===== config.mk =====
export PLATFORM = sky130hd
export DESIGN_NAME = serial_sub8
export DESIGN_NICKNAME = d
export VERILOG_FILES = /design/src/rtl/serial_sub8.sv
export SDC_FILE = /design/constraint.sdc
export NUM_CORES = 1
export LEC_CHECK = 0
export CORE_UTILIZATION = 40
export CTS_CLUSTER_SIZE = 12
export DETAILED_ROUTE_END_ITERATION = 6
export MAX_ROUTING_LAYER = met4
export PLACE_DENSITY = 0.62
export SYNTH_ARGS = -nofsm -noshare
export SYNTH_HDL_FRONTEND = slang
export SYNTH_SLANG_ARGS = --single-unit

===== constraint.sdc =====
create_clock -name clk -period 1.6 [get_ports clk]
set_clock_uncertainty 0.1 [all_clocks]
set_input_delay 0.32 -clock clk [delete_from_list [all_inputs] [get_ports clk]]
set_output_delay 0.32 -clock clk [all_outputs]
set_load 0.005 [all_outputs]

===== src/rtl/serial_sub8.sv =====
`default_nettype none
// ============================================================================
//  Module   : serial_sub8
//  Brief    : Bit-serial 8-bit subtractor, diff = ain - bin - brin, LSB first,
//             with valid/ready handshakes on operands and result.
//             Optional signed-overflow output under SERIAL_SUB8_OVF_EN.
//  Revision : 1.0 - initial release
// ============================================================================
module serial_sub8 (
    input  logic       clk,
    input  logic       rst_n,
    input  logic       in_valid,
    output logic       in_ready,
    input  logic [7:0] ain,
    input  logic [7:0] bin,
    input  logic       brin,
    output logic       out_valid,
    input  logic       out_ready,
    output logic [7:0] diff,
    output logic       bout
`ifdef SERIAL_SUB8_OVF_EN
    ,
    output logic       ovf
`endif
);

    localparam logic [1:0] c_IDLE  = 2'd0;
    localparam logic [1:0] c_SHIFT = 2'd1;
    localparam logic [1:0] c_DONE  = 2'd2;

    logic [1:0] r_state;
    logic [1:0] w_state_next;
    logic [7:0] r_a_sr;
    logic [7:0] r_b_sr;
    logic       r_br;
    logic [2:0] r_cnt;
    logic [7:0] r_diff;
    logic       r_bout;
    logic       w_d;
    logic       w_br_next;
    logic       w_last;

    assign w_d       = r_a_sr[0] ^ r_b_sr[0] ^ r_br;
    assign w_br_next = (~r_a_sr[0] & r_b_sr[0]) | (~(r_a_sr[0] ^ r_b_sr[0]) & r_br);
    assign w_last    = (r_cnt == 3'd7);

    always_ff @(posedge clk or negedge rst_n) begin
        if (!rst_n) begin
            r_state <= c_IDLE;
        end else begin
            r_state <= w_state_next;
        end
    end

    always_comb begin
        w_state_next = r_state;
        case (r_state)
            c_IDLE:  if (in_valid)  w_state_next = c_SHIFT;
            c_SHIFT: if (w_last)    w_state_next = c_DONE;
            c_DONE:  if (out_ready) w_state_next = c_IDLE;
            default:                w_state_next = c_IDLE;
        endcase
    end

    always_comb begin
        in_ready  = (r_state == c_IDLE);
        out_valid = (r_state == c_DONE);
    end

    always_ff @(posedge clk or negedge rst_n) begin
        if (!rst_n) begin
            r_a_sr <= 8'h00;
            r_b_sr <= 8'h00;
            r_br   <= 1'b0;
            r_cnt  <= 3'd0;
            r_diff <= 8'h00;
            r_bout <= 1'b0;
        end else begin
            case (r_state)
                c_IDLE: begin
                    if (in_valid) begin
                        r_a_sr <= ain;
                        r_b_sr <= bin;
                        r_br   <= brin;
                        r_cnt  <= 3'd0;
                    end
                end
                c_SHIFT: begin
                    r_a_sr <= {1'b0, r_a_sr[7:1]};
                    r_b_sr <= {1'b0, r_b_sr[7:1]};
                    r_br   <= w_br_next;
                    r_diff <= {w_d, r_diff[7:1]};
                    r_cnt  <= r_cnt + 3'd1;
                    if (w_last) begin
                        r_bout <= w_br_next;
                    end
                end
                default: ;
            endcase
        end
    end

    assign diff = r_diff;
    assign bout = r_bout;

`ifdef SERIAL_SUB8_OVF_EN
    // On the last shift bit 0 of each shift register holds the original MSB,
    // and w_d is the final diff[7], so no extra sign latches are needed.
    logic r_ovf;

    always_ff @(posedge clk or negedge rst_n) begin
        if (!rst_n) begin
            r_ovf <= 1'b0;
        end else if (r_state == c_SHIFT && w_last) begin
            r_ovf <= (r_a_sr[0] ^ r_b_sr[0]) & (w_d ^ r_a_sr[0]);
        end
    end

    assign ovf = r_ovf;
`endif

endmodule
`default_nettype wire


[Word-level counts from Yosys, hierarchy flattened]
Cells that the tools add are included.
Word-level totals
  register bits: 31
  output and inout port bits: 11
Cells by class
  muxes and demuxes: 12
  equal/unequal tests: 6
  add/subtract/negate cells: 1
  bitwise operators: 7
  reductions and logical operators: 5
Operators by type and width (count)
  $pmux 8 s2: 2
  $mux 8: 2
  $mux 2: 3
  $pmux 2 s3: 1
  $pmux 3 s2: 1
  $ne 2x2->1 const B: 2
  $reduce_and 2->1: 2
  $add 3x1->3 const B: 1
  $eq 3x3->1 const B: 1
  $mux 3: 1
  $reduce_and 3->1: 1
  $and 1x1->1: 2
  $eq 2x1->1 const B: 1
  $eq 2x2->1 const B: 1
  $logic_not 2->1: 1
  $ne 2x1->1 const B: 1
  $not 1->1: 2
  $pmux 1 s2: 1
  $reduce_bool 2->1: 1
  $xor 1x1->1: 2
  $mux 1: 1
  $or 1x1->1: 1

[Longest topological paths before layout]
  depth after elaboration: 5
  mapped depth: 5

[Worst setup path before layout]
Ideal clock, no wire load.
  kind: flip-flop to flip-flop
  start point: reg r_state[1]
  end point: reg r_b_sr[4]
  path buffers: 1
  data required time: 1.377 ns
  stages on the path, launching flop included: 4
  setup slack: 0.281 ns
  setup time: 0.123 ns
  arrival: 1.096 ns
  period minus slack after synthesis: 1.319 ns
  path through: dfrtp_1 -> buf_6 -> or4b_1 -> o221a_2
Between the ends
  word-level cells in the longest chain between the ends: 3
  elaborated cells between the ends (all ways): 6
  classes of those cells: eq/ne (2); mux (1); reduce/logical (3)
RTL lines
  start: declaration: line 31  | logic [1:0] r_state;
  start signal: assignment: line 49  | r_state <= c_IDLE;
  start signal: assignment: line 51  | r_state <= w_state_next;
  $eq 2x1->1 / $logic_not 2->1 (equally long branches): line 79  | case (r_state)
  $reduce_bool 2->1 (no line) / $ne 2x2->1 (equally long branches)
  $reduce_and 2->1 (no line)
  end signal: assignment: line 83  | r_b_sr <= bin;
  end signal: assignment: line 90  | r_b_sr <= {1'b0, r_b_sr[7:1]};
  end: declaration: line 34  | logic [7:0] r_b_sr;
Several ways; a longest one is shown, not always the timed one.
A chain may end at the register's enable or synchronous reset.

[Worst setup path after layout]
  start point: reg r_state[0]
  end point: reg r_b_sr[5]
The elaborated chain is that of the path after synthesis.

==> summary.md <==
## Logic synthesis
• 49.4% — post-synth top area share
• 100% — async set-reset flop share out of synthesis
• sky130_fd_sc_hd__dfrtp_1 — flip-flop cell with the highest count after synthesis
• sky130_fd_sc_hd__dfrtp_1 49%, sky130_fd_sc_hd__mux2_2 5.7%, sky130_fd_sc_hd__nor3b_1 5.7%, sky130_fd_sc_hd__nor4b_1 5.6%, sky130_fd_sc_hd__a211oi_1 4.8% — cell types with the largest area share after synthesis
• sky130_fd_sc_hd__dfrtp_1 — leading area contributor after synthesis
• 12.3 µm² — Mapped Avg Cell Area
• 31 — Synth Register Bits
• 30 — Cell variety after synth
• 152 — nets in the synthesized netlist
• sky130_fd_sc_hd__dfrtp_1 — leading cell type by number of instances after synthesis
• 0.00157 mm² — netlist area before placement
• 0 — yosys synthesis warning count
• 49.4% — post-synthesis sequential area ratio
• 0 — number of flops mapped to enable cells by yosys
• 128 — gate count after technology mapping
• 31 x sky130_fd_sc_hd__dfrtp_1, 13 x sky130_fd_sc_hd__inv_1, 12 x sky130_fd_sc_hd__nor3b_1 — most frequent cells after synthesis

## Critical path
• flip-flop — sort of element at the start of the critical path
• 4 — critical path depth in cells
• 0.03 ns — R2R setup slack
• sky130_fd_sc_hd__or4b_4 — worst-path cell with the longest stage delay
• simple AND/OR/NAND/NOR gates — family with the most delay on the worst path
• reg -> reg — classification of the worst setup path
• 2 — total buffers and inverters traversed by the critical path
• 0.51 ns — largest stage delay on the critical path
• 1.63 ns — Critical Path AT
• buf_4 -> buf_6 -> or4b_4 -> o221a_2 — CP cell instances
• 18 — critical path peak fanout
• flip-flop — type of element capturing the critical path
• 1.66 ns — required time worst endpoint
• 4 — R2R depth

## Clocking
• 2 — H-tree lvl count
• 31 — count of clock tree sinks
• 2 — Clock Tree Buf Depth
• 0.27 ns — insertion delay to the later sink of the worst-skew pair
• 5 — number of CTS-inserted buffers
• 0.07 ns — Clock transition at path regs
• 0 — Hold-fix buffers, CTS
• sky130_fd_sc_hd__clkbuf_8 — buffer type at the clock tree root
• done — TritonCTS clock tree

## Floorplan
• 0.00418 mm² — die outline area
• 0.00372 mm² — core region area
• 64.6 µm — Die Y-Extent
• 42.2% — Initial Utilization
• 22 — number of rows in the core area
• 32 — number of ports placed on the die boundary
• 64.6 µm — Die X-Extent

## STA
• 0.348 ns — actual transition at the worst max-transition pin
• 98.3% — final worst path period share
• 1.57 ns — Min Clock Period, post-route
• 0.303 ns — Hold Slack
• 0 — number of slew-limit violations in the final report
• 0 — final number of hold-violating endpoints
• 76.8% — worst slew slack as a fraction of its limit
• true — unrepaired setup endpoints after global routing
• 0.636 GHz — f_max
• 0 — setup-violating endpoint count in the final report

## Power and ir drop
• 20.1% — fraction of power consumed by the clock network
• 0.991 nW — leakage power
• 35.6% — relative contribution of sequential cells to total power
• 31.0% — switching part of the total
• 1820 mW/mm² — ratio of total power to cell area
• 761 µV — maximum vdd drop
• 0.00392 W — sum of internal, switching and leakage power
• 0.00121 W — switching pwr
• 0.00271 W — Internal
• 44.4% — Comb pwr share

## Final layout
• 222 — count of non-filler cells in the finished layout
• 58.0% — end-of-flow core utilization
• 37.3% — synth-to-layout area growth
• 27.0% — fraction of final layout cells with drive strength greater than 1
• 197 — fin nets
• 0 — number of diodes added for antenna fixing

## Global route
• 32 — pin count of the biggest net entering global routing
• 0 — antenna violations before repair
• 5030 µm — first-pass GRT wire length
• 16.4% — overall track demand over capacity in global routing
• 0 — global route overflow
• 1078 — number of global-route vias before repair

## Placed design
• 209 — placed cell count
• 2140 µm — DPL Wire Length
• 31 — buffers added on ports
• 0.730 — GP Congestion

## Drt
• 0 — number of remaining DRC errors
• 3210 µm — detailed-route wire length
• 5.21 — vias per cell
• 0 — residual antenna-violating net count after detailed routing
• 4 — Pre-antenna DRT Iters
• 36 — drt initial violations
• 14.5 µm — DR WL/cell
• 1156 — routed vias

## Run
• 0 — max-cap violations

## Worst hold path
• in -> async — worst hold path type

## Outcome
• finished clean — status

-- layout by cell type (no fill, tap or decap), types with 2 or more instances in the layout --
cell type                         instances
sky130_fd_sc_hd__o221a_2                  4
sky130_fd_sc_hd__or4b_1                   2
sky130_fd_sc_hd__clkbuf_8                 6
sky130_fd_sc_hd__or4b_4                   2
sky130_fd_sc_hd__nor4bb_1                 2
sky130_fd_sc_hd__nor4b_1                 10
sky130_fd_sc_hd__nand2b_4                 2
sky130_fd_sc_hd__a22o_1                   2
sky130_fd_sc_hd__buf_4                   15
sky130_fd_sc_hd__a211oi_1                10
sky130_fd_sc_hd__inv_1                   13
sky130_fd_sc_hd__dfrtp_1                 31
sky130_fd_sc_hd__mux2_2                   8
sky130_fd_sc_hd__a211o_1                  2
sky130_fd_sc_hd__nor3b_1                 12
sky130_fd_sc_hd__clkdlybuf4s50_1         25
sky130_fd_sc_hd__nand2b_1                 2
sky130_fd_sc_hd__buf_6                    3
sky130_fd_sc_hd__dlymetal6s2s_1           4
sky130_fd_sc_hd__ha_1                     2
sky130_fd_sc_hd__mux2i_1                  2
-- worst paths after layout --
path,from,endpoint
worst min register to register,r_cnt[0],r_cnt[0]
max in group asynchronous,rst_n,r_state[0]
worst min-delay path,rst_n,r_a_sr[7]
worst max-delay path,r_state[0],r_b_sr[5]
worst max register to register,r_state[0],r_b_sr[5]
min in group clk,r_cnt[0],r_cnt[0]
-- registers in the layout, indices dropped and copies added (netlist names) --
register  count
bout          1
r_b_sr        8
diff          8
r_br          1
r_a_sr        8
r_state       2
r_cnt         3
-- area by class of cell --
cell class | instances | area (µm²)
tap | 48 | 60.1
clock buffer | 6 | 82.6
multi-input combinational | 72 | 672
clock inverter | 2 | 35.0
sequential | 31 | 776
timing repair buffer | 50 | 480
fill | 329 | 1560
inverter | 13 | 48.8
-- repair_timing --
item                       4_1_cts  5_1_grt
pin swaps                        5        1
setup buffers                    3        3
gates resized for setup          4       13
gates cloned                     0        0
setup endpoints to repair        2       21
-- through the flow --
stage | setup WS [ns] | cell area [µm²] | TNS, ns
final | 0.0268 | 2150 | 0
after global routing | -0.0304 | 2150 | -0.0575
after CTS | -0.0168 | 2110 | -0.0441
after detailed placement | -0.167 | 1970 | -2.19
after global placement | -0.130 | 1970 | -1.55
after floorplan | 0.281 | 1570 | 0
-- power groups by stage --
| stage | sequential, W | combinational (W) | clock, W |
|---|---|---|---|
| CTS | 0.00140 | 0.00168 | 0.000804 |
| finish | 0.00139 | 0.00174 | 0.000787 |
| global route | 0.00144 | 0.00192 | 0.000843 |
| floorplan | 0.00136 | 0.00114 | 0 |
| detailed placement | 0.00141 | 0.00164 | 0 |
| global placement | 0.00139 | 0.00160 | 0 |
-- cells by family after synthesis --
| family | Yosys count | share of synthesized area [%] |
|---|---|---|
| simple gates | 36 | 18.8 |
| flops | 31 | 49.4 |
| buf+inv | 25 | 9.57 |
| compound gates | 23 | 12.3 |
| mux | 10 | 7.02 |
| fa+ha+maj | 3 | 2.87 |
-- layer usage --
layer	vias up	share of wire [%]	GRT usage (%)
met5	-	0	-
met4	0	0.40	5.00
met3	2	4.9	4.75
met2	26	48	25.0
met1	568	47	21.0
li1	560	-	-
No activity file was read; power rests on OpenSTA's default activity.
==> patch, RTL diff (same settings) <==
The option `SERIAL_SUB8_OVF_EN` is turned on by a define.
--- a/src/rtl/serial_sub8.sv
+++ b/src/rtl/serial_sub8.sv
@@ -7,4 +7,6 @@
 //  Revision : 1.0 - initial release
 // ============================================================================
+`define SERIAL_SUB8_OVF_EN
+
 module serial_sub8 (
     input  logic       clk,
Formal check against the unedited RTL (old outputs only; new: ovf): equivalent (equiv_simple and equiv_induct, registers matched by name and starting in step).
==> patch against the unedited design <==
Synthesized area down 5.2%; core utilization up 3.0 points; setup slack better by 0.011 ns; synthesized cell count down 3.9%; maximum frequency up 0.73%; register-to-register slack better by 0.08 ns; power down 2.2%; sequential share of layout area up 2.2 points; sequential power up 4%; design area down 2.6%; global-route usage up 2.5 points; sequential cell count up 1; wire length down 0.16%; largest power group unchanged.
==> patch: results (changes against the unedited design) <==
Status = complete, no violations
DR iter-0 viols = 59 (+64%)
Crit path max fanout = 3 (-15)
Pwr/cell area = 1830 nW/um^2 (+0.43%)
Reg2reg end = ovf
H-tree depth = 2 (unchanged)
Routed wire length = 3.21 mm (-0.16%)
Crit path to = diff[1]
Gr usage total = 18.9% (+2.5 points)
Worst Setup SP = diff[1]
Met3 Track Usage GR = 5.47% (+0.72 points)
Synth top cells by count = 32 x dfrtp_1, 12 x nand2_1, 12 x o22a_1
Syn Area/Cell = 12.1 sq um (-1.3%)
Cell Area, Placed = 1950 sq um (-1.0%)
Met2 Use GR = 30.1% (+5.1 points)
Largest net degree at the start of global routing = 33 (+3.1%)
Avg Vias per Cell = 5.38 (+3.3%)
Hold WC Path Type = input pin to asynchronous set/reset pin
Seq/Total Area, Yosys = 53.8% (+4.4 points)
Synth area leaders = dfrtp_1 54%, o22a_1 7.1%, mux2_2 6.1%
Place WS = -0.155 ns (+0.0125 ns)
Post-synthesis mux area share = 6.06% (-0.96 points)
Gate power share = 44.9% (+0.5 points)
Static Leakage = 0.961 nW (-3.0%)
Gpl congestion = 0.743 (+1.8%)
Compound-Gate Fraction of Synth Area = 20.5% (+8.2 points)
Fill count = 292 (-11%)
Worst R2R Start = r_state[1]
Synth unique cells = 27 (-10%)
Xor and xnor area share after synthesis = 0.589% (+0.59 points)
Routed length on met1 = 1.38 mm (-8.0%)
Fin crit share = 97.6% (-0.71 points)
Worst path slowest cell = clkdlybuf4s50_1
WL met2 = 1.61 mm (+4.7%)
R2R cell count = 5 (+1)
Critical path's top delay family = buffers and inverters
Vias in the first global route = 1203 (+12%)
HPWL after DPL = 2.32 mm (+8.3%)
Layout cells sized above 1 = 26.0% (-1.0 points)
Peak supply drop = 0.672 mV (-12%)
Flop pwr share = 37.9% (+2.3 points)
Buffers on Ports = 32 (+3.2%)
Fin cells = 223 (+0.45%)
==> patch: changes by cell type in the layout (fill, tap and decap cells not counted), moves of 6 or more <==
cell,unedited run,this run
inv_1,13,2
o22a_1,0,12
nand2_1,0,12
a221o_1,0,7
nor3b_1,12,0
a211oi_1,10,0
nand2b_1,2,9
nor4b_1,10,0
o21ai_1,1,7
==> patch: layout make-up <==
cell class / count / area, sq um / share of cell area [%]
sequential: 32 / 802 / 38.2
multi-input combinational: 82 / 636 / 30.3
timing repair buffer: 53 / 495 / 23.6
clock buffer: 7 / 96.3 / 4.59
tap: 46 / 57.6 / 2.74
inverter: 3 / 11.3 / 0.537
==> patch: timing repair <==
item,4_1_cts,5_1_grt
endpoints found under the setup margin,3,7
resized for setup,2,7
buffers inserted,1,5
hold buffers,0,0
==> patch: metrics by stage <==
step / hold WS, ns / setup TNS [ns]
floorplan: -0.0756 / 0
global placement: 0.363 / -0.965
detailed placement: 0.373 / -1.75
CTS: 0.308 / -0.208
global route: 0.324 / -0.000282
finish: 0.306 / 0
